### src/rtl/alu_exec_ctrl.sv
// Execute-stage sequencer for a 64-bit combinational ALU: operand fetch from a
// small register file, ALU drive, result/flag capture, writeback and fault tracking.
module alu_exec_ctrl #(
  parameter int unsigned XLEN = 64
) (
  input  logic            clk,
  input  logic            rst_n,
  input  logic            in_valid,
  output logic            in_ready,
  input  logic [2:0]      in_op,
  input  logic [2:0]      in_rd,
  input  logic [2:0]      in_rs1,
  input  logic [2:0]      in_rs2,
  input  logic            ld_en,
  input  logic [2:0]      ld_addr,
  input  logic [XLEN-1:0] ld_data,
  input  logic [2:0]      dbg_addr,
  output logic [XLEN-1:0] dbg_data,
  output logic [XLEN-1:0] alu_a,
  output logic [XLEN-1:0] alu_b,
  output logic [2:0]      alu_op,
  input  logic [XLEN-1:0] alu_c,
  input  logic            alu_fz,
  input  logic            alu_fc,
  input  logic            alu_fn,
  input  logic            alu_fv,
  output logic [3:0]      flags,
  output logic            done,
  output logic            err,
  input  logic            err_clr,
  output logic            busy
);

  localparam int unsigned NREG = 8;
  localparam logic [2:0]  OP_DIV = 3'd3;

  typedef enum logic [1:0] {IDLE, EXEC, WB} state_t;

  state_t          state;
  logic [XLEN-1:0] rf [NREG];
  logic [XLEN-1:0] res_q;
  logic [3:0]      flg_q;
  logic            fault_q;
  logic [2:0]      rd_q;

  // r0 is never written, but mask it anyway so the read is zero by construction
  assign dbg_data = (dbg_addr == 3'd0) ? '0 : rf[dbg_addr];

  // Later assignments in this block take priority: WB write over the load port,
  // fault set over err_clr.
  always_ff @(posedge clk or negedge rst_n) begin
    if (!rst_n) begin
      state    <= IDLE;
      in_ready <= 1'b1;
      busy     <= 1'b0;
      done     <= 1'b0;
      err      <= 1'b0;
      flags    <= 4'd0;
      alu_a    <= '0;
      alu_b    <= '0;
      alu_op   <= 3'd0;
      res_q    <= '0;
      flg_q    <= 4'd0;
      fault_q  <= 1'b0;
      rd_q     <= 3'd0;
      for (int i = 0; i < int'(NREG); i++) rf[i] <= '0;
    end else begin
      done <= 1'b0;
      if (err_clr) err <= 1'b0;
      if (ld_en && ld_addr != 3'd0) rf[ld_addr] <= ld_data;

      case (state)
        IDLE: begin
          if (in_valid) begin
            alu_op   <= in_op;
            rd_q     <= in_rd;
            alu_a    <= (in_rs1 == 3'd0) ? '0 : rf[in_rs1];
            alu_b    <= (in_rs2 == 3'd0) ? '0 : rf[in_rs2];
            in_ready <= 1'b0;
            busy     <= 1'b1;
            state    <= EXEC;
          end
        end
        EXEC: begin
          res_q   <= alu_c;
          flg_q   <= {alu_fz, alu_fc, alu_fn, alu_fv};
          fault_q <= (alu_op > OP_DIV) || (alu_op == OP_DIV && alu_b == '0);
          done    <= 1'b1;
          state   <= WB;
        end
        WB: begin
          if (fault_q) begin
            err <= 1'b1;
          end else begin
            flags <= flg_q;
            if (rd_q != 3'd0) rf[rd_q] <= res_q;
          end
          in_ready <= 1'b1;
          busy     <= 1'b0;
          state    <= IDLE;
        end
        default: state <= IDLE;
      endcase
    end
  end

endmodule

### config.mk
export PLATFORM = sky130hd
export DESIGN_NAME = alu_exec_ctrl
export DESIGN_NICKNAME = d
export VERILOG_FILES = /design/src/rtl/alu_exec_ctrl.sv
export SDC_FILE = /design/constraint.sdc
export NUM_CORES = 2
export LEC_CHECK = 0
export ABC_AREA = 1
export BUFFER_PORTS_ARGS = -buffer_cell sky130_fd_sc_hd__buf_4
export CAP_MARGIN = 0
export CORE_MARGIN = 3
export CORE_UTILIZATION = 25
export DETAILED_ROUTE_END_ITERATION = 7
export GPL_ROUTABILITY_DRIVEN = 0
export GPL_TIMING_DRIVEN = 1
export PLACE_DENSITY = 0.4
export SYNTH_ARGS = -nofsm -noshare
export SYNTH_HDL_FRONTEND = slang
export SYNTH_SLANG_ARGS = --single-unit
### constraint.sdc
create_clock -name clk -period 2.2 [get_ports clk]
set_input_delay 0.33 -clock clk [delete_from_list [all_inputs] [get_ports clk]]
set_output_delay 0.33 -clock clk [all_outputs]
set_load 0.1 [all_outputs]
# == Word level (Yosys, flattened, before mapping) ==
# Index checks and enable logic that the tools add are counted.
# totals
reg_bits,725
output_inout_bits,203
elab_cells,87
# op_classes
bitwise,6
magnitude_cmp,8
n_reduce_logical,16
n_eq_ne,4
mux,32
# op_table
cell,count
$mux W512,4
$bwmux W512,2
$mux W64,11
$bmux W64 S3,3
$demux W64 S3,2
$logic_not A64 Y1,1
$ge A4 B4 Y1 const B,5
$not A3 Y4,5
$logic_not A3 Y1,3
$lt A4 B1 Y1 const B,2
$mux W1,6
$reduce_and A2 Y1,3
$reduce_bool A3 Y1,2
$logic_and A1 B1 Y1,4
$pmux W1 S2,2
$pmux W2 S2,1
$eq A3 B2 Y1 const B,1
$gt A3 B2 Y1 const B,1
$eq A2 B1 Y1 const B,1
$eq A2 B2 Y1 const B,1
$logic_not A2 Y1,1
$mux W2,1
$ne A2 B2 Y1 const B,1
$reduce_bool A2 Y1,1
2 further kinds,2

# == Logic depth before layout (Yosys ltp) ==
# depth
ltp_word,11
ltp_mapped,10
mapped_depth_nobuf,7

# == Least setup slack after synthesis ==
# No wires, ideal clock.
# synth_path
kind,in2out
start,input dbg_addr[0]
end,output dbg_data[63]
setup_slack_ns,-0.962
path_stages,5
arrival_time_ns,2.832
required_ns,1.870
cell_sequence,buf_2 > clkbuf_1 > clkbuf_1 > o21ai_0 > a31oi_1
# synth_between
elab_chain_cells,5
elab_cells_between_ends,6
# synth_rtl
item,line_no,rtl
start: declaration,17,"input logic [2:0] dbg_addr,"
$not A3 Y4 (not written as such),47,assign dbg_data = (dbg_addr == 3'd0) ? '0 : rf[dbg_addr];
$bmux W64 S3,47,
$mux W64 (not written as such) (2 in series),47,
$mux W64 (*),47,
end: declaration,18,"output logic [XLEN-1:0] dbg_data,"
# Every way passes the cells marked *; elsewhere a longest branch is shown, timed or not. The select of a mux whose other input is x is not followed.

# == Worst setup path in the final report ==
# layout_path
start,register rf[356] (netlist bit)
end,output dbg_data[36]
# layout_between
elab_chain_cells,4
# layout_rtl
item,line_no,rtl
start: declaration,40,logic [XLEN-1:0] rf [NREG];
start signal: indexed assignment,70,if (ld_en && ld_addr != 3'd0) rf[ld_addr] <= ld_data;
start signal: indexed assignment,96,if (rd_q != 3'd0) rf[rd_q] <= res_q;
$bmux W64 S3,47,
$mux W64 (not written as such) (2 in series),47,
$mux W64,47,
# No other way between the ends. The select of a mux whose other input is x is not followed.

==> results.toml <==
[grt]
grt_max_degree = 110
grt_pass1_wl_mm = 306
grt_pass1_vias = 43400
antenna_found_initial = 5
gr-usage-all-layers_pct = 23.6
overflow = 0

[synth]
synth-seq-area-share_pct = 43.0
syn_area_um2 = 42200
synth-xor-area-share_pct = 0
synth.distinct_cells = 24
synth_top_family_by_area = "compound AO/OA/AOI/OAI gates"
synth_cells = 6114
ys_seq_elements = 725
synth_compound_area_share_pct = 27.7
yosysWarnings = 0
syn_nets = 6269
muxShareOfSynthArea_pct = 0
synth-adder-area-share_pct = 0
syn_avg_cell_area_um2 = 6.90
synthSimpleGateAreaFrac_pct = 19.3

[layout]
area.growth.synth_to_final_pct = 33.2
fin_util_pct = 33.6
final_nets = 6653
n_fill_cell = 17800
drive_gt1_share_pct = 20.0

[detailed_routing]
drc = 0
drtAntennaViolNets = 0
wl_per_cell_um = 23.9
detail_route.first_pass.iterations = 5
via_per_inst = 5.09
drtIter0Drc = 4012
wirelength_mm = 210
dr_total_vias = 44700

[floorplan]
placeableCoreArea_um2 = 167000
num_rows = 150
pin_count = 358
chipHeight_um = 417
die_area_um2 = 174000
initial_core_util_pct = 25.2
floorplan.die.width_um = 417

[critical_path]
cp.arrival_ps = 1930
endpoint_kind = "primary output"
crit_start = "rf[356]$_DFF_PN0_"
critical_path_class = "flip-flop to primary output"
ff2ff_setup_slack_ps = 190
rr_startpoint = "state[1]$_DFFE_PN0P_"
reg2reg_depth = 10
crit_end = "dbg_data[36]"
path_max_fanout = 4
cp-start-kind = "flip-flop"
rr_endpoint = "rf[166]$_DFF_PN0_"
crit_required_ps = 1870

[timing]
fin_ws_ps = -59.6
fin_crit_sh_pct = 103
drv_slew = 0
max_freq_mhz = 443
rsz0062_at_grt = "yes"
tightest_slew_ps = 668
setup_viol = 6
finalHoldViolCount = 0
finalClockSkew_ps = 24.7
relSlewSlack_pct = 55.5
whs_ps = 65.8
min_period_ps = 2260

[power_and_ir_drop]
pwr-share-clk_pct = 26.3
seqPwrFrac_pct = 33.1
p_leak_nw = 24.9
power_density_nw_per_um2 = 1140
netSwitchingFraction_pct = 44.2
total_power_w = 0.0638
p_int_w = 0.0356
p_sw_w = 0.0282
p_comb_share_pct = 40.6
max-vdd-ir-drop_mv = 0.874

[clocking]
htreeDepth = 3
numCtsBuffers = 97
cts.clk_slew.worst_paths_ps = 60
clock_path_buffers = 3
clk_latency_ps = 710
cts_tree = "yes"
clock-sinks = 725
cts_root_buffer = "clkbuf_16"

[placed_design]
place_hpwl_mm = 135
io_buffers = 357

[worst_hold_path]
hold_class = "input port to flip-flop"

[job]
drv_cap = 0

[run_status]
failed_checks = "setup timing"
outcome = "complete, but fails checks"
==> how the worst min path moves through the flow <==
stage               startpoint                   end  slack [ps]  cells after the start
floorplan                rst_n  alu_a[0]$_DFFE_PN0P_          30                      0
global placement         rst_n       rf[7]$_DFF_PN0_         280                      1
detailed placement       rst_n       rf[7]$_DFF_PN0_         270                      1
CTS                   in_valid  state[0]$_DFFE_PN0P_           5                      3
global route          in_valid  state[0]$_DFFE_PN0P_          30                      3
finish                in_valid  state[0]$_DFFE_PN0P_          70                      3
==> metrics by stage <==
step / setup TNS, ps / cells / instance area (um^2) / setup slack (ps)
2_1_floorplan: 0 / 6114 / 42600 / 3.67
3_3_place_gp: -247 / 8337 / 49200 / -81.4
3_5_place_dp: -188 / 8337 / 49200 / -57.4
4_1_cts: -1660 / 8727 / 55500 / -99.8
5_1_grt: -4850 / 8776 / 56200 / -156
6_report: -161 / 8778 / 56200 / -59.6
==> cells in the final DEF (no fill, tap or decap), types with 2 or more instances in the layout <==
cell type      instances
a21oi_1              629
a21oi_2               89
and3_4                16
buf_12               188
buf_4                522
bufinv_16             11
clkbuf_1              27
clkbuf_16            101
clkbuf_8              18
clkinv_2              14
clkinvlp_4             3
dfrtp_1              719
dfrtp_2                5
diode_2                3
dlygate4sd3_1        140
inv_1                290
inv_2                216
inv_4                  3
inv_6                  6
nand2_1             1186
nand2_2               38
nand2_4                5
nand3_1              439
nand3_4                3
nor2_1               250
nor2_2                10
nor2_4                47
nor3_2                 2
nor4_4                 3
o211ai_1              59
o21ai_0             1000
o21ai_1              514
o21ai_2                7
==> per-layer routing <==
layer	GRT usage [%]	vias up	routed length [um]
met3	2.70	393	10400
met4	9.27	0	9210
li1	-	21200	-
met5	0	-	0
met2	39.2	1577	98200
met1	31.4	21600	92300
==> cells by family (layout without fill, tap and decap cells) <==
family / after synthesis / in the layout
AO/OA/AOI/OAI: 2300 / 2300
buffers and inverters: 1085 / 1542
flip-flops: 725 / 725
other: 0 / 3
AND/OR/NAND/NOR: 2004 / 2004
==> cell usage after synthesis <==
master	n	area, um^2
a21oi_1	718	3590
a31oi_1	1	6.26
and3_1	17	106
buf_1	44	165
buf_2	94	470
buf_4	3	22.5
buf_6	1	11.3
clkbuf_1	428	1610
dfrtp_1	724	18100
dfstp_2	1	26.3
inv_1	440	1650
inv_2	75	282
nand2_1	1229	4610
nand3_1	443	2220
nand4_1	1	6.26
nor2_1	307	1150
nor3_1	2	10.0
nor3_2	1	10.0
nor4_1	1	6.26
nor4_2	3	37.5
o211ai_1	59	443
o21ai_0	1183	5920
o21ai_1	338	1690
o22ai_1	1	6.26
==> repair_timing <==
item                                   CTS  global route
pin swaps                              129            94
gates cloned                             0             0
setup endpoints to repair               64            65
hold buffers                           140             0
gates resized for setup                470           214
buffers inserted                        78            48
endpoints found under the hold margin  452             0
==> layout make-up <==
class                           count  area, um^2  share of cell area, %
Multi-Input combinational cell   4304       20900                   37.2
Sequential cell                   725       18100                   32.3
Timing Repair Buffer              855        9150                   16.3
Clock buffer                      143        2840                   5.05
Tap cell                         2204        2760                   4.91
Inverter                          515        1970                   3.51
Clock inverter                     29         435                  0.775
Antenna cell                        3        7.51                 0.0134
==> power groups by stage <==
stage	combinational, W	clock (W)	sequential (W)
after floorplan	0.0110	0	0.0257
after global routing	0.0281	0.0178	0.0216
after global placement	0.0232	0	0.0211
after detailed placement	0.0233	0	0.0211
final	0.0259	0.0168	0.0211
after CTS	0.0254	0.0173	0.0209
==> sequential cells by signal, indices dropped and copies added (netlist names) <==
name,count
res_q,64
in_ready,1
alu_a,64
rf,512
flg_q,4
err,1
alu_b,64
state,2
flags,4
alu_op,3
busy,1
fault_q,1
done,1
rd_q,3
==> worst max-delay path: stages (launching register included) <==
cell and delay (ps):
dfrtp_1 350, inv_2 60, a21oi_1 120, o21ai_0 90, nand3_1 100, and3_4 290
buf_12 200
Power figures use the tool's default switching activity.
